## src/rtl/axis_accumulator_v2.sv

```systemverilog
// Purpose: AXI-Stream accumulator. It returns one sum per packet (mode 0) or one
//          prefix sum per beat (mode 1) through a first-word-fall-through FIFO.
// Latency: a beat accepted at edge k has its result at the FIFO head after edge k.
// Backpressure: s_axis_ready is low while the FIFO is full. The outputs hold steady while m_axis_ready is low.
// Ports: axi_clk/axi_rst (async, active-high), cfg_mode, s_axis_* (slave stream),
//        m_axis_* (master stream, user = packet overflow), fifo_level, o_intr.

// Small FWFT FIFO. The head entry is visible whenever rd_vld is high.
// The write side must not push while the FIFO is full.
module axis_fifo_fwft #(
  parameter int WIDTH = 8,
  parameter int DEPTH = 16
) (
  input  logic                     clk,
  input  logic                     rst,
  input  logic                     wr_vld,
  input  logic [WIDTH-1:0]         wr_dat,
  input  logic                     rd_rdy,
  output logic                     rd_vld,
  output logic [WIDTH-1:0]         rd_dat,
  output logic [$clog2(DEPTH):0]   count
);
  localparam int AW = $clog2(DEPTH);

  logic [WIDTH-1:0] mem [DEPTH];
  logic [AW-1:0]    wr_ptr;
  logic [AW-1:0]    rd_ptr;
  logic             rd_fire;

  assign rd_vld  = (count != '0);
  assign rd_fire = rd_vld & rd_rdy;
  // The head reads as zero when the FIFO is empty, so the outputs are clean after reset.
  assign rd_dat  = rd_vld ? mem[rd_ptr] : '0;

  always_ff @(posedge clk or posedge rst) begin
    if (rst) begin
      wr_ptr <= '0;
      rd_ptr <= '0;
      count  <= '0;
    end else begin
      if (wr_vld)  wr_ptr <= wr_ptr + 1'b1;
      if (rd_fire) rd_ptr <= rd_ptr + 1'b1;
      case ({wr_vld, rd_fire})
        2'b10:   count <= count + 1'b1;
        2'b01:   count <= count - 1'b1;
        default: count <= count;
      endcase
    end
  end

  always_ff @(posedge clk) begin
    if (wr_vld) mem[wr_ptr] <= wr_dat;
  end
endmodule

module axis_accumulator_v2 #(
  parameter int DATA_W     = 32,
  parameter int ACC_W      = 40,
  parameter int FIFO_DEPTH = 16,
  parameter int SIGNED     = 0,
  parameter int SATURATE   = 0
) (
  input  logic                          axi_clk,
  input  logic                          axi_rst,
  input  logic                          cfg_mode,
  input  logic [DATA_W-1:0]             s_axis_data,
  input  logic                          s_axis_valid,
  input  logic                          s_axis_last,
  output logic                          s_axis_ready,
  output logic [ACC_W-1:0]              m_axis_data,
  output logic                          m_axis_valid,
  output logic                          m_axis_last,
  output logic                          m_axis_user,
  input  logic                          m_axis_ready,
  output logic [$clog2(FIFO_DEPTH):0]   fifo_level,
  output logic                          o_intr
);
  localparam int CW = $clog2(FIFO_DEPTH) + 1;
  localparam logic [CW-1:0]    DEPTH_L = CW'(FIFO_DEPTH);
  localparam logic [ACC_W-1:0] U_MAX   = '1;
  localparam logic [ACC_W-1:0] S_MAX   = {1'b0, {(ACC_W-1){1'b1}}};
  localparam logic [ACC_W-1:0] S_MIN   = {1'b1, {(ACC_W-1){1'b0}}};

  localparam logic [0:0] ST_IDLE   = 1'b0;
  localparam logic [0:0] ST_ACTIVE = 1'b1;

  logic [0:0]       state;
  logic [ACC_W-1:0] acc;
  logic             mode_q;
  logic             pkt_ovf;
  logic             rdy_en;

  logic             accept;
  logic             eff_mode;
  logic             wr_en;
  logic             ovf;
  logic [ACC_W-1:0] ext;
  logic [ACC_W-1:0] base;
  logic [ACC_W-1:0] sat_val;
  logic [ACC_W-1:0] result;
  logic [ACC_W:0]   sum;
  logic [ACC_W+1:0] wr_entry;
  logic [ACC_W+1:0] rd_entry;

  // Widen the beat to the accumulator width. The beat is sign-extended when SIGNED is set.
  if (ACC_W > DATA_W) begin : g_ext
    assign ext = (SIGNED != 0) ? {{(ACC_W-DATA_W){s_axis_data[DATA_W-1]}}, s_axis_data}
                               : {{(ACC_W-DATA_W){1'b0}}, s_axis_data};
  end else begin : g_noext
    assign ext = s_axis_data;
  end

  always_comb begin
    base = (state == ST_ACTIVE) ? acc : '0;
    sum  = {1'b0, base} + {1'b0, ext};
    if (SIGNED != 0) begin
      // Signed overflow happens when both operands have the same sign and the result sign differs.
      // The sign of base gives the clamp direction.
      ovf     = (base[ACC_W-1] == ext[ACC_W-1]) && (sum[ACC_W-1] != base[ACC_W-1]);
      sat_val = base[ACC_W-1] ? S_MIN : S_MAX;
    end else begin
      ovf     = sum[ACC_W];
      sat_val = U_MAX;
    end
    result = (ovf && (SATURATE != 0)) ? sat_val : sum[ACC_W-1:0];
  end

  // Ready comes only from registers. A read in the same cycle does not open a full FIFO.
  // rdy_en holds ready low until the first edge after reset is released.
  assign s_axis_ready = rdy_en & ~axi_rst & (fifo_level < DEPTH_L);
  assign accept       = s_axis_valid & s_axis_ready;

  // The first beat of a packet uses the live cfg_mode. Later beats use the latched mode.
  assign eff_mode = (state == ST_IDLE) ? cfg_mode : mode_q;
  assign wr_en    = accept & (eff_mode | s_axis_last);
  assign wr_entry = {pkt_ovf | ovf, s_axis_last, result};

  always_ff @(posedge axi_clk or posedge axi_rst) begin
    if (axi_rst) begin
      state   <= ST_IDLE;
      acc     <= '0;
      mode_q  <= 1'b0;
      pkt_ovf <= 1'b0;
      rdy_en  <= 1'b0;
      o_intr  <= 1'b0;
    end else begin
      rdy_en <= 1'b1;
      o_intr <= accept & s_axis_last;
      if (accept) begin
        if (s_axis_last) begin
          state   <= ST_IDLE;
          acc     <= '0;
          pkt_ovf <= 1'b0;
        end else begin
          if (state == ST_IDLE) mode_q <= cfg_mode;
          state   <= ST_ACTIVE;
          acc     <= result;
          pkt_ovf <= pkt_ovf | ovf;
        end
      end
    end
  end

  axis_fifo_fwft #(
    .WIDTH (ACC_W + 2),
    .DEPTH (FIFO_DEPTH)
  ) u_fifo (
    .clk    (axi_clk),
    .rst    (axi_rst),
    .wr_vld (wr_en),
    .wr_dat (wr_entry),
    .rd_rdy (m_axis_ready),
    .rd_vld (m_axis_valid),
    .rd_dat (rd_entry),
    .count  (fifo_level)
  );

  assign {m_axis_user, m_axis_last, m_axis_data} = rd_entry;
endmodule
```

## config.mk

```make
export PLATFORM = sky130hd
export DESIGN_NAME = axis_accumulator_v2
export DESIGN_NICKNAME = d
export VERILOG_FILES = /design/src/rtl/axis_accumulator_v2.sv
export SDC_FILE = /design/constraint.sdc
export NUM_CORES = 1
export LEC_CHECK = 0
export ABC_CLOCK_PERIOD_IN_PS = 4800
export CORE_UTILIZATION = 40
export DETAILED_ROUTE_END_ITERATION = 6
export GPL_TIMING_DRIVEN = 1
export PLACE_DENSITY_LB_ADDON = 0.3
export SETUP_SLACK_MARGIN = 0.4
export SLEW_MARGIN = 20
export SYNTH_ARGS = -nofsm -noshare
export SYNTH_HDL_FRONTEND = slang
export SYNTH_SLANG_ARGS = --single-unit
```

## constraint.sdc

```tcl
create_clock -name axi_clk -period 4.8 [get_ports axi_clk]
set_input_delay 1.2 -clock axi_clk [delete_from_list [all_inputs] [get_ports axi_clk]]
set_output_delay 1.2 -clock axi_clk [all_outputs]
set_load 0.005 [all_outputs]
```

==> run_results.csv <==
group,metric,value,unit
timing,min_period_over_period,0.907,
pwr,powerDensity,616,nW/um2
finish,syn_to_final_growth,20.2,%
logic_synthesis,syn-num-nets,1590,
floorplan,coreArea,74300,um2
worst_setup_path,cp_max_fo,16,
worst_setup_path,worstSetupStartpoint,"u_fifo.rd_ptr[0]",
worst_setup_path,r2r-start,"state",
logic_synthesis,yosysSeqAreaShare,0.721,
timing,max_freq,230,MHz
routing,wl,74.4,mm
routing,ant_nets,0,
finish,layout_commonest_cell,"edfxtp_1",
clock_network,htreeDepth,3,
logic_synthesis,synthArstFlopShare,0.0795,
global_route,track_usage,0.199,
global_route,grt_overflow,0,
clock_network,numCtsBuffers,76,
timing,hold_slack,481,ps
worst_setup_path,crit_arrival,3150,ps
run_status,outcome,"finished clean",
logic_synthesis,mappedNetlistArea,30000,um2
floorplan,dieArea,76100,um2
worst_setup_path,r2r_end,"u_fifo.mem[7][39]",
timing,timing.final.crit_period,4350,ps
min_path,hold_path_class,"flip-flop to flip-flop",
clock_network,clk_pin_slew,60,ps
finish,finalNetCount,1849,
logic_synthesis,ys_ff_latch,730,
placed_design,dp_cells,2636,
floorplan,start_util,0.404,
worst_setup_path,crit_end,"m_axis_data[28]",
finish,fin_cells,2794,
finish,layout_common_cells,"edfxtp_1 (672), mux4_2 (210), buf_4 (142)",
clock_network,insertion_delay,610,ps
logic_synthesis,synth_edf_count,672,
timing,tightest_slew,1000,ps
placed_design,io_buffer_count,87,
pwr,peakVddDrop,0.285,mV
timing,rsz0062_at_grt,"true",
worst_setup_path,cp-start-kind,"flip-flop",
placed_design,hpwl,42.7,mm
finish,drive_gt1_frac,0.297,
placed_design,gp_congestion,0.811,
worst_setup_path,required,3600,ps
timing,finClkSkew,18.9,ps
timing,final-hold-violation-count,0,
worst_setup_path,end_kind,"primary output",
clock_network,cts_tree,"built",
floorplan,die_w,276,um
routing,firstDrtPassIters,4,
logic_synthesis,ys_types,62,
global_route,grt_antenna_before_repair,2,
worst_setup_path,rrSetupSlack,820,ps
finish,seq_area,21600,um2
finish,fillers,6109,
routing,drt_first_iter_violations,1273,
worst_setup_path,crit_type,"flip-flop to primary output",
global_route,grt_pass1_vias,16300,
routing,drc,0,
floorplan,ioPinCount,88,
pwr,total_power,22.2,mW
clock_network,clk_path_buf_depth,3,
finish,utilization,0.485,
routing,vias,15600,
floorplan,die_h,276,um
pwr,leakagePower,12.2,nW
logic_synthesis,avgSynthCellArea,19.9,um2
worst_setup_path,rr_worst_depth,15,
global_route,grt_pass1_wl,109,mm
routing,routed_via_density,5.58,
timing,max-slew-margin-rel,0.331,
floorplan,rows,100,
logic_synthesis,synth_top_flop_cell,"edfxtp_1",
clock_network,clock_sinks,730,
logic_synthesis,synthCells,1509,
finish,multi_input_area,8290,um2
clock_network,root_buffer,"clkbuf_16",
global_route,grt_max_degree,47,
logic_synthesis,yosys_warnings,0,
timing,setup_viol,0,
routing,wl_per_cell,26.6,um
flow_run,cap_violations,0,
timing,final_max_slew_viol_count,0,
power by group:
| part | leakage, nW | switching (mW) | internal [mW] | total (mW) |
|---|---|---|---|---|
| registers | 6.82 | 0.325 | 8.36 | 8.68 |
| clock network | 1.11 | 2.35 | 3.12 | 5.47 |
| logic | 4.31 | 3.93 | 4.13 | 8.06 |
| total | 12.2 | 6.61 | 15.6 | 22.2 |
state kept, by name, indices dropped and copies added (netlist names):
register	flops
acc	40
rdy_en	1
state	1
u_fifo.mem	672
o_intr	1
u_fifo.count	5
u_fifo.rd_ptr	4
pkt_ovf	1
u_fifo.wr_ptr	4
mode_q	1
critical path, stage by stage (launching register included):
cell and delay [ps]:
dfrtp_4 450, buf_12 180, buf_16 190, mux4_2 510
mux4_2 540, nor2b_1 160, clkdlybuf4s50_1 490
stage by stage:
stage	TNS, ps	setup slack (ps)	instance area (um2)
6_report	0	448	36100
5_1_grt	0	356	36100
3_5_place_dp	-52990	-702	33200
2_1_floorplan	0	106	30000
3_3_place_gp	-40050	-599	33200
4_1_cts	0	396	35800
area by class of cell:
type,instances,area share
diodes,1,0.0000694
clock buffers,101,0.0570
clock inverters,33,0.00628
inverters,21,0.00222
multi-input cells,680,0.230
flip-flops and latches,730,0.600
well taps,969,0.0336
repair buffers,259,0.0708
worst min path at each step:
| stage | startpoint | end | slack, ps | cells past startpoint |
|---|---|---|---|---|
| 2_1_floorplan | acc[2] | acc[2] | 430 | 2 |
| 3_3_place_gp | acc[0] | acc[0] | 460 | 2 |
| 3_5_place_dp | acc[0] | acc[0] | 470 | 2 |
| 4_1_cts | acc[0] | acc[0] | 480 | 2 |
| 5_1_grt | acc[12] | acc[12] | 510 | 1 |
| 6_report | acc[0] | acc[0] | 480 | 2 |
routing by layer:
layer,global-route usage,vias up,routed length [um]
met1,0.277,8343,32100
met5,0,-,0
met2,0.324,455,36700
met3,0.0333,100,4020
li1,-,6683,-
met4,0.0591,0,1610
cells by family after synthesis:
group                      share of synthesized area
adders and majority gates                     0.0184
other                                       0.000125
buffers and inverters                         0.0126
and+or+nand+nor                               0.0389
DFF                                            0.721
xor gates and xnor gates                      0.0140
AOI/OAI and AO/OA                             0.0353
muxes                                          0.160
cell usage after synthesis, types with 4 or more instances:
cell type / number / area, um2
ha_1: 41 / 513
inv_1: 20 / 75.1
clkbuf_1: 55 / 206
a22o_1: 26 / 228
nor2_1: 48 / 180
o311ai_1: 5 / 43.8
dfrtp_1: 58 / 1450
nand2b_1: 4 / 25.0
o21ai_0: 18 / 90.1
nand4_1: 7 / 43.8
buf_1: 22 / 82.6
or4_1: 4 / 30.0
nor3_1: 8 / 40.0
xnor2_1: 29 / 254
a21oi_1: 33 / 165
mux4_2: 210 / 4730
o21bai_1: 4 / 30.0
xor2_1: 19 / 166
a31oi_1: 4 / 25.0
edfxtp_1: 672 / 20200
and2_1: 41 / 257
a21o_1: 15 / 113
nor2b_1: 44 / 275
nand3_1: 12 / 60.1
o31ai_1: 5 / 37.5
o21a_1: 4 / 30.0
nand2_1: 51 / 191
what timing repair did:
action | in CTS | in global routing
setup endpoints to repair | 123 | 156
setup buffers | 11 | 7
gates cloned | 2 | 3
hold buffers | 0 | 0
pin swaps | 2 | 2
hold endpoints to repair | 0 | 0
resized for setup | 15 | 11
No activity file was read; power rests on OpenSTA's default activity.
